==> config.mk <==
export PLATFORM = sky130hd
export DESIGN_NAME = serial_frame_deser
export DESIGN_NICKNAME = d
export VERILOG_FILES = /design/src/rtl/serial_frame_deser.sv
export SDC_FILE = /design/constraint.sdc
export NUM_CORES = 1
export LEC_CHECK = 0
export BUFFER_PORTS_ARGS = -buffer_cell sky130_fd_sc_hd__buf_2
export CORE_MARGIN = 4
export CORE_UTILIZATION = 50
export CTS_BUF_LIST = sky130_fd_sc_hd__clkbuf_16
export CTS_CLUSTER_DIAMETER = 50
export DETAILED_ROUTE_END_ITERATION = 8
export GPL_TIMING_DRIVEN = 0
export PLACE_DENSITY = 0.72
export SETUP_SLACK_MARGIN = 0.15
export SLEW_MARGIN = 20
export SYNTH_ARGS = -nofsm -noshare
export SYNTH_HDL_FRONTEND = slang
export SYNTH_SLANG_ARGS = --single-unit
==> constraint.sdc <==
create_clock -name clk -period 1.61 [get_ports clk]
set_clock_uncertainty 0.1 [all_clocks]
set_input_delay 0.161 -clock clk [delete_from_list [all_inputs] [get_ports clk]]
set_output_delay 0.161 -clock clk [all_outputs]
set_load 0.02 [all_outputs]
==> src/rtl/serial_frame_deser.sv <==
// Start-bit framed serial receiver: WIDTH bits LSB-first, stop bit 0; SERIAL_FRAME_DESER_PARITY_EN adds an even-parity bit before the stop bit.
// Latency: out_valid rises on the stop-bit edge (WIDTH+1 edges after the start bit, one more with parity).
// Backpressure: the held word is never overwritten; a frame completing while it is unconsumed is dropped and sets sticky overrun.
module serial_frame_deser #(
    parameter int WIDTH = 8
) (
    input  logic             clk,
    input  logic             reset,
    input  logic             d,
    output logic [WIDTH-1:0] data_out,
    output logic             out_valid,
    input  logic             out_ready,
    output logic             frame_err,
    output logic             parity_err,
    output logic             overrun,
    input  logic             clr_ovr
);

    localparam int CW = $clog2(WIDTH);
    localparam logic [CW-1:0] LAST = CW'(WIDTH - 1);

    typedef enum logic [1:0] {IDLE, SHIFT, PARITY, STOP} state_t;

    state_t           state, state_n;
    logic [CW-1:0]    cnt;
    logic [WIDTH-1:0] sreg;
    logic             load, drop, ferr_set;
`ifdef SERIAL_FRAME_DESER_PARITY_EN
    logic             perr_set;
`endif

    always_ff @(posedge clk or negedge reset) begin
        if (!reset) state <= IDLE;
        else        state <= state_n;
    end

    always_comb begin
        state_n  = state;
        load     = 1'b0;
        drop     = 1'b0;
        ferr_set = 1'b0;
`ifdef SERIAL_FRAME_DESER_PARITY_EN
        perr_set = 1'b0;
`endif
        case (state)
            IDLE: if (d) state_n = SHIFT;
            SHIFT: begin
                if (cnt == LAST) begin
`ifdef SERIAL_FRAME_DESER_PARITY_EN
                    state_n = PARITY;
`else
                    state_n = STOP;
`endif
                end
            end
`ifdef SERIAL_FRAME_DESER_PARITY_EN
            PARITY: begin
                // Bad parity drops the frame without looking at the stop bit
                if (d != ^sreg) begin
                    perr_set = 1'b1;
                    state_n  = IDLE;
                end else begin
                    state_n  = STOP;
                end
            end
`endif
            STOP: begin
                state_n = IDLE;
                if (d)                          ferr_set = 1'b1;
                else if (!out_valid || out_ready) load   = 1'b1;
                else                            drop     = 1'b1;
            end
            default: state_n = IDLE;
        endcase
    end

    always_ff @(posedge clk or negedge reset) begin
        if (!reset) begin
            cnt       <= '0;
            sreg      <= '0;
            data_out  <= '0;
            out_valid <= 1'b0;
            frame_err <= 1'b0;
            overrun   <= 1'b0;
        end else begin
            if (state == SHIFT) begin
                sreg[cnt] <= d;
                cnt       <= cnt + 1'b1;
            end else begin
                cnt       <= '0;
            end

            // A load on the same edge as a transfer keeps out_valid high
            if (load) begin
                data_out  <= sreg;
                out_valid <= 1'b1;
            end else if (out_ready) begin
                out_valid <= 1'b0;
            end

            frame_err <= ferr_set;

            if (drop)         overrun <= 1'b1;
            else if (clr_ovr) overrun <= 1'b0;
        end
    end

`ifdef SERIAL_FRAME_DESER_PARITY_EN
    always_ff @(posedge clk or negedge reset) begin
        if (!reset) parity_err <= 1'b0;
        else        parity_err <= perr_set;
    end
`else
    assign parity_err = 1'b0;
`endif

endmodule
==> flow_summary.ini, run 1 <==
[routing]
drt-initial-drc-count = 5
postRouteWirelength_mm = 1.65
drtAntennaViolNets = 0
route.vias.total = 600
wire_per_inst_um = 14.1
routed_via_density = 5.13
first_pass_iters = 4
drc = 0

[setup_path]
ff2ff_setup_slack_ns = 0.16
r2r_start = state[1]
worstPathMaxFanout = 6
r2r_cells = 3
worstSetupStartpointType = register
arrival_ns = 1.49
criticalPathCategory = reg2reg
r2r-end = sreg[5]
end_kind = register
worst_ep_required_time_ns = 1.65

[finish]
final_common_cell = dfrtp_1
drive_gt1_share_pct = 45.7
fin_area_sq_mm = 0.00124
diodes = 0
fillers = 132
mostFrequentLayoutCells = dfrtp_1, buf_2, mux2_4, mux2_2, nand3b_1
syn2layout_area_growth_pct = 26.7
final_nets = 100

[power]
seqPwrFrac_pct = 43.1
power_frac_comb_pct = 35.9
p_leak_nw = 0.593
sw_frac_of_total_pct = 31.7
power_density_mw_per_mm2 = 2020
p_sw_w = 0.000793
p_clk_share_pct = 21.0
ir_worst_vdd_mv = 1.15
internal-power_w = 0.00171

[placement]
hpwl_mm = 1.05
finalWeightedCongestion = 0.672
dpl_cell_area_sq_mm = 0.00109
io_buffer_count = 15

[floorplan]
io_pins = 17
die_w_um = 52.3
die_y_um = 52.3
floorplan.initialDensity_pct = 55.0
die-area_sq_mm = 0.00273
core_sq_mm = 0.00178
row_count = 15

[synthesis]
avgSynthCellArea_sq_um = 14.0
synth_cells = 70
synthDistinctLibCells = 21
yosys_warnings = 0
syn_nets = 77
seq_area_frac_synth_pct = 61.2
syn_area_sq_um = 981
ys_ff_latch = 24

[timing]
hold_slack_ns = 0.00379
fin_crit_sh_pct = 90.3
maxSlewHeadroom_pct = 65.8
setup_viol = 0
min_period_ns = 1.45
finalHoldViolations = 0
drv_slew = 0
fin_setup_tns_ns = 0
rsz0062_at_grt = true
worst-slew-pin-transition_ns = 0.513
fmax_mhz = 688

[clock_tree]
cts_htree_levels = 1
cts_root_buffer = clkbuf_16
clock_sinks = 24
clk_transition_reported_paths_ns = 0.06
numCtsBuffers = 3
cts_tree = yes
clk_path_buf_depth = 2
clk_latency_ns = 0.25

[global_routing]
grt_pass1_vias = 632
antenna_found_initial = 0
grt_usage_pct = 14.5
grt_max_degree = 25
grt_overflow = 0
grt_first_pass_wirelength_mm = 2.84

[hold_path]
min_path_cells = 2
hp-start = clr_ovr
min_path_type = in2reg
min_to = overrun

[outcome]
run_status = complete, no violations

[job]
max_cap_viol_count = 0
## per-layer routing
layer | share of wire, % | GRT usage (%) | routed length [um] | up-vias
met1 | 43 | 16.8 | 711 | 300
met3 | 5.3 | 4.84 | 88 | 2
li1 | - | - | - | 282
met2 | 50 | 24.2 | 832 | 16
met5 | 0 | 0 | 0 | -
met4 | 1.0 | 6.38 | 17 | 0
## power by group through the flow
stage	clock network, W	logic (W)	registers [W]
finish	0.000526	0.000899	0.00108
CTS	0.000534	0.000789	0.00106
floorplan	0	0.000466	0.00116
detailed placement	0	0.000779	0.00108
global placement	0	0.000760	0.00106
global route	0.000571	0.00100	0.00113
## timing repair
action / 4_1_cts / 5_1_grt
hold endpoints to repair: 24 / 0
endpoints found under the setup margin: 10 / 12
pin swaps: 0 / 3
gates resized for setup: 1 / 13
setup buffers: 0 / 2
hold buffers: 1 / 0
## worst max-delay path by stage
| stage | start | endpoint | slack [ns] | cells after the start |
|---|---|---|---|---|
| floorplan | state[1] | sreg[5] | 0.21 | 3 |
| global placement | state[1] | sreg[5] | 0.14 | 3 |
| detailed placement | state[1] | data_out[2] | 0.12 | 4 |
| CTS | state[1] | sreg[3] | 0.13 | 3 |
| global route | state[1] | sreg[1] | 0.09 | 3 |
| finish | state[1] | sreg[5] | 0.16 | 3 |
## through the flow
| step | utilization, % | worst slack, ns | power [W] | cells |
|---|---|---|---|---|
| detailed placement | 61.0 | 0.117 | 0.00186 | 110 |
| finish | 69.7 | 0.156 | 0.00250 | 117 |
| CTS | 66.0 | 0.133 | 0.00239 | 115 |
| global route | 69.7 | 0.0850 | 0.00270 | 117 |
| floorplan | - | 0.215 | 0.00162 | 70 |
| global placement | 61.0 | 0.137 | 0.00182 | 110 |
## Yosys cell counts (all sizes together)
cell	count	area share, %
inv	1	0.38
buf	2	1.5
conb	1	0.38
ha	2	2.6
nor2	3	1.1
and3	1	0.64
dfrtp	24	61
mux2	16	18
and2	3	1.9
nand2	2	0.77
nand4	1	0.64
clkbuf	1	0.38
nand3	1	0.51
nor3	1	0.51
nand3b	4	3.1
o22ai	1	0.64
nor3b	3	3.4
nand2b	1	0.64
nor2b	2	1.3
## worst max-delay path, cell delays in order (launching register included)
cell	delay, ns
dfrtp_2	0.45
nand3b_1	0.24
nor3b_2	0.19
mux2_2	0.35
## state kept, by name, indices dropped and copies added (netlist names)
register / cells
cnt: 3
data_out: 8
frame_err: 1
out_valid: 1
overrun: 1
sreg: 8
state: 2
## logic make-up after synthesis
group | Yosys count | share of synthesized area, %
buffers and inverters | 4 | 2.29
AO/OA/AOI/OAI | 1 | 0.638
multiplexers | 16 | 18.4
flip-flops | 24 | 61.2
adder cells (fa/ha/maj) | 2 | 2.55
other | 1 | 0.382
AND/OR/NAND/NOR | 22 | 14.5
## layout make-up
type	count	area (sq um)	share of cell area, %
sequential	24	602	48.4
buffer	3	22.5	1.81
tap	25	31.3	2.52
clock buffer	3	75.1	6.04
multi-input combinational	42	404	32.5
timing repair buffer	18	100	8.06
inverter	1	3.75	0.302
clock inverter	1	3.75	0.302
No activity file was read; power rests on OpenSTA's default activity.
==> inputs of run 2 (changes only) <==
Settings changed: CORE_ASPECT_RATIO from default to 1.5.
==> run 2 against run 1 <==
Compared with the run above: global-route usage is 1.7 points lower; via count down 0.67%; final area is 0.50% lower; power shrank 0.53%; core utilization is 3.0 points lower; critical path depth is the same; setup slack lost 0.024 ns; sequential power about the same; combinational power shrank 2%; critical endpoint is now sreg[3]; highest routed layer unchanged.
==> flow_summary.ini, run 2 (same netlist as run 1, synthesis figures left out) <==
[power]
p_leak_nw = 0.588
ir_worst_vdd_mv = 1.18
power_density_mw_per_mm2 = 2010
total_power_w = 0.00249

[setup_path]
slowest_delay_ns = 0.45
worstPathMaxFanout = 6
cp_cell_sequence = nand3b_1 -> nor3b_2 -> mux2_4
r2r-end = sreg[3]
end_kind = register
worst_path_max_delay_cell = dfrtp_2
r2r_start = state[1]
r2r_cells = 3
worstSetupStartpointType = register
ff2ff_setup_slack_ns = 0.13
worst_ep_required_time_ns = 1.65
criticalPathCategory = reg2reg
arrival_ns = 1.52

[routing]
drc = 0
wire_per_inst_um = 14.4
postRouteWirelength_mm = 1.62
route.vias.total = 596
drtAntennaViolNets = 0
routed_via_density = 5.32
drt-initial-drc-count = 14
first_pass_iters = 4

[hold_path]
min_path_type = in2reg
hp-start = out_ready
min_to = out_valid
min_path_cells = 3

[clock_tree]
cts_htree_levels = 1
clk_transition_reported_paths_ns = 0.06
clk_path_buf_depth = 2
cts_setup_buffers = 0
clock_sinks = 24
cts_tree = yes
cts_root_buffer = clkbuf_16
clk_latency_ns = 0.25
numCtsBuffers = 3

[finish]
mostFrequentLayoutCells = dfrtp_1, buf_2, mux2_4, mux2_2, nand3b_1
diodes = 0
seq_area_sq_um = 603
fillers = 144
multiInputGateArea_sq_um = 407
final_nets = 99
drive_gt1_share_pct = 45.1
syn2layout_area_growth_pct = 26.0
final_common_cell = dfrtp_1
biggestRegsByFlops = data_out x8, sreg x8, cnt x3

[placement]
io_buffer_count = 15
finalWeightedCongestion = 0.724

[floorplan]
core_sq_mm = 0.00185
floorplan.initialDensity_pct = 52.9
die_y_um = 62.3
die-area_sq_mm = 0.00275
die_w_um = 44.2
row_count = 19
io_pins = 17

[timing]
finalHoldViolations = 0
min_period_ns = 1.48
worst-slew-pin-transition_ns = 0.514
fin_crit_sh_pct = 91.8
setup_viol = 0
drv_slew = 0
rsz0062_at_grt = true
hold_slack_ns = 0.104
fin_setup_tns_ns = 0
maxSlewHeadroom_pct = 65.7
fmax_mhz = 677

[global_routing]
grt_overflow = 0
grt_pass1_vias = 579
grt_max_degree = 25
grt_usage_pct = 12.9
antenna_found_initial = 0
grt_first_pass_wirelength_mm = 2.53

[job]
max_cap_viol_count = 0

[outcome]
run_status = complete, no violations
[run 2: through the flow]
stage / util, % / cell area, sq um / cells / setup WS [ns]
finish: 66.7 / 1240 / 112 / 0.132
global placement: 58.4 / 1080 / 106 / 0.138
CTS: 63.8 / 1180 / 112 / 0.139
detailed placement: 58.4 / 1080 / 106 / 0.128
global route: 66.7 / 1240 / 112 / 0.0780
floorplan: - / 981 / 70 / 0.215
[run 2: how the worst max path moves through the flow]
stage	startpoint	end
finish	state[1]	sreg[3]
global route	state[1]	sreg[3]
CTS	state[1]	sreg[5]
detailed placement	state[1]	sreg[5]
global placement	state[1]	sreg[5]
floorplan	state[1]	sreg[5]
[run 2: power breakdown]
part,switching [W],total [W],internal (W)
Clock,0.000196,0.000527,0.000332
Combinational,0.000390,0.000882,0.000492
Sequential,0.000209,0.00108,0.000872
Total,0.000795,0.00249,0.00170
[run 2: cell type report]
class / instances / share of cell area (%)
plain buffers: 3 / 1.82
clock buffers: 3 / 6.07
clock inverters: 1 / 0.304
inverters: 1 / 0.304
multi-input cells: 42 / 32.9
flip-flops and latches: 24 / 48.8
well taps: 21 / 2.13
repair buffers: 17 / 7.69
[run 2: routing by layer]
layer	share of wire, %	track usage (%)
met5	0	0
met4	3.7	11.3
met3	6.6	3.76
met2	48	20.1
met1	42	13.2
[run 2: critical path, delay by kind of cell, from the launching register on]
| family | cells | cell delay (ns) |
|---|---|---|
| DFF | 1 | 0.45 |
| and+or+nand+nor | 2 | 0.50 |
| muxes | 1 | 0.32 |
[run 2: what timing repair did]
action,4_1_cts,5_1_grt
cloned,0,0
resized for setup,1,14
hold endpoints to repair,25,0
hold buffers,2,0
setup endpoints to repair,11,11
pin swaps,0,2
